### config.mk
export PLATFORM = sky130hd
export DESIGN_NAME = busca_instrucao
export DESIGN_NICKNAME = d
export VERILOG_FILES = /design/src/rtl/busca_instrucao.sv
export SDC_FILE = /design/constraint.sdc
export NUM_CORES = 1
export LEC_CHECK = 0
export CAP_MARGIN = 20
export CELL_PAD_IN_SITES_DETAIL_PLACEMENT = 1
export CELL_PAD_IN_SITES_GLOBAL_PLACEMENT = 1
export CORE_MARGIN = 5
export CORE_UTILIZATION = 27
export CTS_CLUSTER_DIAMETER = 150
export CTS_CLUSTER_SIZE = 20
export DETAILED_ROUTE_END_ITERATION = 10
export PLACE_DENSITY_LB_ADDON = 0.1
export REMOVE_ABC_BUFFERS = 1
export SYNTH_ARGS = -nofsm -noshare
export SYNTH_HDL_FRONTEND = slang
export SYNTH_SLANG_ARGS = --single-unit
### constraint.sdc
create_clock -name clock -period 2.6 [get_ports clock]
set_input_delay 0.26 -clock clock [delete_from_list [all_inputs] [get_ports clock]]
set_output_delay 0.26 -clock clock [all_outputs]
set_load 0.005 [all_outputs]
### src/rtl/busca_instrucao.sv
// Instruction-fetch / PC stage. Holds the program counter, resolves the next
// address from the control unit's branch code and the ULA flags, and runs the
// input-wait / halt state machine that produces the 'sinal' strobe.
module busca_instrucao #(
    parameter int LARGURA_PC = 10,
    parameter int PC_INICIAL = 0
) (
    input  logic                  clock,
    input  logic                  reset,
    input  logic [31:0]           instrucao,
    input  logic [2:0]            desvio,
    input  logic                  stop,
    input  logic                  in,
    input  logic                  jal,
    input  logic                  zero,
    input  logic                  negativo,
    input  logic [31:0]           reg_rs,
    input  logic                  botao,
    output logic [LARGURA_PC-1:0] endereco,
    output logic [LARGURA_PC-1:0] pc_mais_1,
    output logic                  sinal,
    output logic                  parado
);

    // Number of flops in the button synchronizer chain.
    localparam int SINC_ESTAGIOS = 2;

    localparam logic [LARGURA_PC-1:0] PC_RESET = PC_INICIAL[LARGURA_PC-1:0];

    // Branch/jump codes driven by the control unit.
    localparam logic [2:0] DESVIO_SEQ = 3'b000;
    localparam logic [2:0] DESVIO_JMP = 3'b001;
    localparam logic [2:0] DESVIO_BEQ = 3'b010;
    localparam logic [2:0] DESVIO_JR  = 3'b011;
    localparam logic [2:0] DESVIO_BNE = 3'b100;
    localparam logic [2:0] DESVIO_BLT = 3'b101;
    localparam logic [2:0] DESVIO_BLE = 3'b110;

    typedef enum logic [1:0] {
        EXEC    = 2'd0,
        ESPERA  = 2'd1,
        LEITURA = 2'd2,
        HALT    = 2'd3
    } estado_t;

    estado_t               estado_reg;
    estado_t               estado_next;
    logic [LARGURA_PC-1:0] pc_reg;
    logic [LARGURA_PC-1:0] pc_next;
    logic [LARGURA_PC-1:0] pc_alvo;
    logic [LARGURA_PC-1:0] pc_desvio;
    logic [31:0]           imm_ext;
    logic                  sinal_reg;
    logic [SINC_ESTAGIOS-1:0] sinc_reg;
    logic                  botao_ant_reg;
    logic                  borda;

    // jal only matters to the control unit (it stores pc_mais_1); the upper
    // instruction/register bits never reach the narrower PC.
    logic unused_bits;
    assign unused_bits = ^{jal, imm_ext[31:LARGURA_PC], reg_rs[31:LARGURA_PC]};

    assign endereco  = pc_reg;
    assign pc_mais_1 = pc_reg + 1'b1;
    assign sinal     = sinal_reg;
    assign parado    = (estado_reg == ESPERA) || (estado_reg == HALT);

    // Button synchronizer: stage 0 samples the raw pin, later stages follow.
    genvar gi;
    generate
        for (gi = 0; gi < SINC_ESTAGIOS; gi++) begin : g_sinc
            if (gi == 0) begin : g_primeiro
                // First synchronizer flop captures the asynchronous button.
                always_ff @(posedge clock or negedge reset) begin
                    if (!reset) begin
                        sinc_reg[gi] <= 1'b0;
                    end else begin
                        sinc_reg[gi] <= botao;
                    end
                end
            end else begin : g_seguinte
                // Subsequent flops resolve metastability of the previous stage.
                always_ff @(posedge clock or negedge reset) begin
                    if (!reset) begin
                        sinc_reg[gi] <= 1'b0;
                    end else begin
                        sinc_reg[gi] <= sinc_reg[gi-1];
                    end
                end
            end
        end
    endgenerate

    // Remember the previous synchronized level for rising-edge detection.
    always_ff @(posedge clock or negedge reset) begin
        if (!reset) begin
            botao_ant_reg <= 1'b0;
        end else begin
            botao_ant_reg <= sinc_reg[SINC_ESTAGIOS-1];
        end
    end

    // One-cycle pulse on each synchronized rising edge; runs in every state,
    // so edges seen outside ESPERA are simply dropped.
    assign borda = sinc_reg[SINC_ESTAGIOS-1] & ~botao_ant_reg;

    // Branch target: PC+1 plus the sign-extended 16-bit immediate, wrapping.
    assign imm_ext   = {{16{instrucao[15]}}, instrucao[15:0]};
    assign pc_desvio = pc_mais_1 + imm_ext[LARGURA_PC-1:0];

    // Next-PC selection from the control unit's branch code and ULA flags.
    always_comb begin
        pc_alvo = pc_mais_1;
        case (desvio)
            DESVIO_SEQ: pc_alvo = pc_mais_1;
            DESVIO_JMP: pc_alvo = instrucao[LARGURA_PC-1:0];
            DESVIO_JR:  pc_alvo = reg_rs[LARGURA_PC-1:0];
            DESVIO_BEQ: pc_alvo = zero ? pc_desvio : pc_mais_1;
            DESVIO_BNE: pc_alvo = !zero ? pc_desvio : pc_mais_1;
            DESVIO_BLT: pc_alvo = negativo ? pc_desvio : pc_mais_1;
            DESVIO_BLE: pc_alvo = (negativo | zero) ? pc_desvio : pc_mais_1;
            default:    pc_alvo = pc_mais_1;
        endcase
    end

    // State machine next-state and next-PC; desvio only matters when running.
    always_comb begin
        estado_next = estado_reg;
        pc_next     = pc_reg;
        case (estado_reg)
            EXEC: begin
                if (!stop) begin
                    pc_next = pc_alvo;
                end else if (in) begin
                    estado_next = ESPERA;
                end else begin
                    estado_next = HALT;
                end
            end
            ESPERA: begin
                if (borda) begin
                    estado_next = LEITURA;
                end
            end
            LEITURA: begin
                // The control unit stores the input this cycle; then move on.
                pc_next     = pc_mais_1;
                estado_next = EXEC;
            end
            HALT: begin
                estado_next = HALT;
            end
            default: begin
                estado_next = EXEC;
            end
        endcase
    end

    // State, PC and the registered input-confirm strobe.
    always_ff @(posedge clock or negedge reset) begin
        if (!reset) begin
            estado_reg <= EXEC;
            pc_reg     <= PC_RESET;
            sinal_reg  <= 1'b0;
        end else begin
            estado_reg <= estado_next;
            pc_reg     <= pc_next;
            sinal_reg  <= (estado_next == LEITURA);
        end
    end

endmodule

==> results of run 1 <==
per-layer routing:
layer	vias to the layer above	wire, µm	part of all wire
li1	876	-	-
met1	856	2710	0.47
met2	34	2810	0.48
met3	7	224	0.038
met4	0	77	0.013
met5	-	0	0
layout make-up:
cell class              instances  area share
clock buffers                   3      0.0149
flip-flops and latches         16       0.145
repair buffers                 92       0.298
inverters                       6      0.0131
well taps                      75      0.0339
multi-input cells             160       0.495
metrics by stage:
step	utilization	area (µm²)	setup TNS, ps	cells
after floorplan	-	1630	0	182
after global placement	0.420	2520	-85.6	346
after detailed placement	0.420	2520	-141	346
after CTS	0.437	2620	0	350
after global routing	0.462	2770	-2.66	352
final	0.462	2770	0	352
repair_timing:
action	in CTS	in global routing
buffers inserted	1	2
pin swaps	5	8
gates resized for setup	8	23
setup endpoints to repair	2	6
endpoints found under the hold margin	0	0
worst max-delay path, stage by stage (launching register included):
cell      delay (ps)
dfrtp_1          410
ha_2             210
buf_6            130
xor2_2           150
ha_1             230
a211oi_1         270
o21bai_2         160
a41oi_2          290
xnor2_2          130
a221oi_2         290
a311oi_2          60
worst paths after layout:
path                            depth (start not counted)     endpoint  slack [ps]   startpoint
worst max-delay path                                   10  endereco[7]         140  endereco[1]
worst min-delay path                                    0  sinc_reg[1]         370  sinc_reg[0]
worst max register to register                         10  endereco[7]         140  endereco[1]
worst min register to register                          0  sinc_reg[1]         370  sinc_reg[0]
max in group asynchronous                               1  endereco[3]        1600        reset
min in group asynchronous                               1  endereco[4]         460        reset
kinds of logic (layout without fill, tap and decap cells):
logic type / after synthesis / after routing / share of synthesized area
fa+ha+maj: 12 / 12 / 0.0935
simple gates: 54 / 54 / 0.183
mux: 11 / 11 / 0.0653
xor+xnor: 17 / 17 / 0.101
flops: 16 / 16 / 0.237
buf+inv: 17 / 101 / 0.0571
compound gates: 66 / 66 / 0.263
synthesized netlist by cell type (2+ instances only):
library cell,instances
inv_1,4
o31ai_1,2
nor4_1,2
clkbuf_1,3
a21o_1,3
buf_2,6
nor2b_1,4
nand2_1,11
and2_1,2
o21a_1,2
o211ai_1,3
dfrtp_1,16
a22o_1,2
o21bai_1,2
mux2i_1,11
o21ai_0,14
nand2b_1,7
xor2_1,6
a21oi_1,20
or2_1,2
o221ai_1,2
nor2_1,10
nor3_1,3
o32ai_1,2
a211oi_1,2
nand3_1,7
xnor2_1,9
ha_1,11
power groups by stage:
| stage | clock (µW) | sequential (µW) | combinational (µW) |
|---|---|---|---|
| floorplan | 0 | 480 | 1090 |
| global placement | 0 | 447 | 2300 |
| detailed placement | 0 | 449 | 2330 |
| CTS | 207 | 444 | 2440 |
| global route | 219 | 469 | 2860 |
| finish | 203 | 456 | 2620 |
==> summary.md, run 1 <==
| Metric | Value |
|---|---|
| Count of final setup violators | 0 |
| N_diodes | 0 |
| Main area contributors after synthesis | dfrtp_1 (24%), ha_1 (8.2%), mux2i_1 (6.5%), a21oi_1 (5.9%), xnor2_1 (4.7%) |
| Min Clock Period, post-route | 2460 ps |
| Synthesized instance count | 193 |
| Predominant post-synthesis flop cell | dfrtp_1 |
| IR drop worst, VDD | 0.000736 V |
| Port bufs | 51 |
| Status | finished clean |
| Antenna violations before repair | 0 |
| Worst-Skew Late Latency | 260 ps |
| Gpl congestion | 0.785 |
| TritonCTS clock tree | built |
| DIE HEIGHT | 89.0 µm |
| Die X | 89.0 µm |
| Int Power | 1910 µW |
| Syn_area_per_cell | 8.74 µm² |
| Crit path max fanout | 4 |
| Clock power frac | 0.062 |
| Pwr Density | 1190 nW/µm² |
| Pre-CTS WS | -93.7 ps |
| Distinct cells, synth | 53 |
| Clk_skew | 2.32 ps |
| Top cell type's share of synthesized area | 0.237 |
| Leak | 0.00116 µW |
| Measured slew at the worst slew-check pin | 786 ps |
| Post-route antenna net violation count | 0 |
| Logic pwr share | 0.799 |
| Fmax achieved | 407 MHz |
| Psw | 1370 µW |
| # nets final | 366 |
| Dpl hpwl | 4660 µm |
| Flop pwr share | 0.139 |
| Final Routed Wirelength | 5820 µm |
| Final worst slack | 143 ps |
| Reg area | 402 µm² |
| GR Util met2 | 0.256 |
| # DRC | 0 |
| Fin. max-slew vios | 0 |
| CTS clk-pin slew, worst paths | 70 ps |
| WHS | 371 ps |
| Busiest grt layer | met2 |
| Drt via density | 5.04 |
| Critical Path AT | 2590 ps |
| H-Tree Depth | 1 |
| Max-slew headroom | 0.475 |
| Site Rows | 28 |
| Met3 usage | 0.0203 |
| Final-report hold violation count | 0 |
| Post-synth EDFFs | 0 |
| Seq/Total Area, Yosys | 0.237 |
| Clock tree sinks | 16 |
| Total Die Area | 7930 µm² |
| Fillers | 695 |
| Area leader, netlist | dfrtp_1 |
| Clock buffer count from CTS | 3 |
| Layout cell share with drive strength beyond 1 | 0.274 |
| DR iter-0 viols | 44 |
| Global routing usage on met1 | 0.207 |
| I/O Pins | 97 |
| Critical path endpoint category | flop |
| Largest net degree at the start of global routing | 17 |
| Most common cell after layout, fill and taps aside | clkdlybuf4s50_1 |
| CORE AREA | 5990 µm² |
| Total global routing overflow | 0 |
| First-pass GRT wire length | 9270 µm |
| Yosys reg bits | 16 |
| CP Class | reg2reg |
| MaxCap Viol Count | 0 |
| Clock Tree Buf Depth | 2 |
| Via count | 1773 |
| Starting Density | 0.282 |
| Number of global-route vias before repair | 1873 |
| Final Power | 3280 µW |
| Commonest cells after routing, fill and taps aside | clkdlybuf4s50_1 (50), buf_4 (40), a21oi_1 (17), dfrtp_1 (15), o21ai_0 (13) |
| Total GRT Usage | 0.154 |
| Sw Ratio | 0.419 |
| Final Cycle Share | 0.945 |
| # hold bufs at CTS | 0 |
| Area of the multi-input gates | 1370 µm² |
| Area grow syn2layout | 63.9% |
| Worst hold path class | reg2reg |
| CP Data Required Time | 2740 ps |
| Worst setup SP type | flop |
| Max FFs per register | 10 |
| WL/cell | 16.5 µm |
| Yosys Warn Count | 0 |
| Post-Synthesis Cell Area | 1690 µm² |
| CTS Root Cell | clkbuf_8 |
| Asr flop ratio synth | 1.00 |
| First drt pass iteration count | 4 |
(Power assumes the default switching activity.)
==> run 2, diff against run 1 <==
==> constraint.sdc (replaced) <==
create_clock -name clock -period 2.6 [get_ports clock]
set_input_delay 0.52 -clock clock [delete_from_list [all_inputs] [get_ports clock]]
set_output_delay 0.52 -clock clock [all_outputs]
set_load 0.005 [all_outputs]
==> summary.md, run 2 (synthesized netlist as in run 1, its figures left out) <==
| Metric | Value |
|---|---|
| Status | finished clean |
| Placed inst area | 2580 µm² (+2.4%) |
| Total global routing overflow | 0 (unchanged) |
| Post-route antenna net violation count | 0 (unchanged) |
| Fin. max-slew vios | 0 (unchanged) |
| WHS Path Cells | 0 (unchanged) |
| Site Rows | 28 (unchanged) |
| CP peak stage delay | 490 ps (+80 ps) |
| I/O Pins | 97 (unchanged) |
| Most common cell after layout, fill and taps aside | buf_4 |
| Commonest cells after routing, fill and taps aside | buf_4 (51), clkdlybuf4s50_1 (47), a21oi_1 (17), dfrtp_1 (16), o21ai_0 (13) |
| # nets final | 377 (+3.0%) |
| CTS clk-pin slew, worst paths | 70 ps (about the same) |
| Crit path launch | endereco[0] |
| Total GRT Usage | 0.160 (+0.00545) |
| Dpl cells | 354 (+2.3%) |
| FF-to-FF Start | endereco[0] |
| Max-slew headroom | 0.431 (-0.0437) |
| CORE AREA | 5990 µm² (unchanged) |
| WL/cell | 16.8 µm (+1.7%) |
| R2R depth | 13 (+3) |
| Largest net degree at the start of global routing | 17 (unchanged) |
| Leak | 0.00127 µW (+9.2%) |
| Total Die Area | 7930 µm² (unchanged) |
| CP Class | reg2out |
| # hold bufs at CTS | 0 (unchanged) |
| Via count | 1837 (+3.6%) |
| Hold_sp | sinc_reg[1] |
| Final Routed Wirelength | 6130 µm (+5.2%) |
| Critical Path AT | 1970 ps (-620 ps) |
| MaxCap Viol Count | 0 (unchanged) |
| Die X | 89.0 µm (unchanged) |
| First drt pass iteration count | 4 (unchanged) |
| Drt via density | 5.05 (+0.19%) |
| Critical path endpoint category | primary output |
| Min Clock Period, post-route | 2490 ps (+31.4 ps) |
| IR drop worst, VDD | 0.000648 V (-12%) |
| Crit path max fanout | 4 (unchanged) |
| Worst setup SP type | flop |
| DR iter-0 viols | 36 (-18%) |
| Area grow syn2layout | 73.9% |
| DIE HEIGHT | 89.0 µm (unchanged) |
| CP Cell Sequence | nand4_2 -> or2_4 -> xnor2_4 -> buf_4 -> clkdlybuf4s50_1 |
| Measured slew at the worst slew-check pin | 850 ps (+64.2 ps) |
| Max FFs per register | 10 (unchanged) |
| Starting Density | 0.282 (unchanged) |
| Clk_skew | 3.04 ps (+0.726 ps) |
| Slowest-stage cell, CP | clkdlybuf4s50_1 |
| TritonCTS clock tree | built |
| Clock buffer count from CTS | 3 (unchanged) |
| Port bufs | 51 (unchanged) |
| Pwr Density | 1180 nW/µm² (-0.87%) |
| Final-report hold violation count | 0 (unchanged) |
| N_diodes | 0 (unchanged) |
| Final Instance Area | 2930 µm² (+6.1%) |
| Gpl congestion | 0.832 (+6.0%) |
| Antenna violations before repair | 0 (unchanged) |
| Fmax achieved | 402 MHz (-1.3%) |
| Final Cycle Share | 0.957 (+0.0121) |
| Layout cell share with drive strength beyond 1 | 0.325 (+0.0509) |
| Clock Tree Buf Depth | 2 (unchanged) |
| Dpl hpwl | 4910 µm (+5.4%) |
| Worst hold path class | reg2reg |
| First-pass GRT wire length | 9820 µm (+5.9%) |
| CP Data Required Time | 2080 ps (-660 ps) |
| Count of final setup violators | 0 (unchanged) |
| RSZ-0062 raised after global routing | true |
| # DRC | 0 (unchanged) |
| Worst-Skew Late Latency | 250 ps (about the same) |
| Number of global-route vias before repair | 1968 (+5.1%) |
| Clock tree sinks | 16 (unchanged) |
| CTS Root Cell | clkbuf_8 |
| H-Tree Depth | 1 (unchanged) |
| Layout Cells excl Fill | 364 (+3.4%) |
[run 2: cell count changes in the layout (fill, tap and decap cells not counted), sizes merged]
cell and change:
clkbuf +1, buf +12, dlymetal6s2s +2, clkdlybuf4s50 -3
[run 2: repair_timing]
action / 4_1_cts / 5_1_grt
pin swaps: 9 / 13
setup buffers: 5 / 1
resized for setup: 16 / 27
setup endpoints to repair: 7 / 11
endpoints found under the hold margin: 0 / 0
[run 2: final timing paths]
check	endpoint	slack, ps
setup / recovery	pc_mais_1[5]	110
hold / removal	botao_ant_reg	370
setup reg to reg	endereco[9]	130
hold reg to reg	botao_ant_reg	370
max in group asynchronous	endereco[8]	1400
min in group asynchronous	estado_reg[1]	710
[run 2: through the flow]
stage | setup WS, ps | total power (µW) | TNS [ps] | util | hold WS, ps
4_1_cts | 0.456 | 3250 | 0 | 0.463 | 371
3_5_place_dp | -202 | 2810 | -806 | 0.430 | 356
5_1_grt | -4.27 | 3720 | -4.27 | 0.490 | 377
2_1_floorplan | 64.9 | 1570 | 0 | - | 224
3_3_place_gp | -224 | 2770 | -714 | 0.430 | 355
6_report | 112 | 3450 | 0 | 0.490 | 369
[run 2: layer usage]
| metal | global-route usage | part of all wire | wire, µm |
|---|---|---|---|
| met5 | 0 | 0 | 0 |
| met3 | 0.0175 | 0.036 | 223 |
| met2 | 0.272 | 0.50 | 3090 |
| met4 | 0.0325 | 0.0083 | 51 |
| met1 | 0.219 | 0.45 | 2760 |
[run 2: final cells by class]
cell class,count,area [µm²]
Fill cell,688,3060
Multi-Input combinational cell,160,1430
Timing Repair Buffer,103,913
Sequential cell,16,400
Tap cell,75,93.8
Clock buffer,4,55.1
Inverter,6,36.3
[run 2: power by group]
part	total [µW]	switching [µW]	leakage (µW)	internal [µW]
clock	231	96.2	0.0000288	135
combinational	2760	1230	0.00105	1530
sequential	456	109	0.000185	346
[run 2: critical path: cells and delay by family, from the launching register on]
family                    cells  cell delay (ps)
xor gates and xnor gates      1              210
and+or+nand+nor               2              450
buffers and inverters         2              630
DFF                           1              430
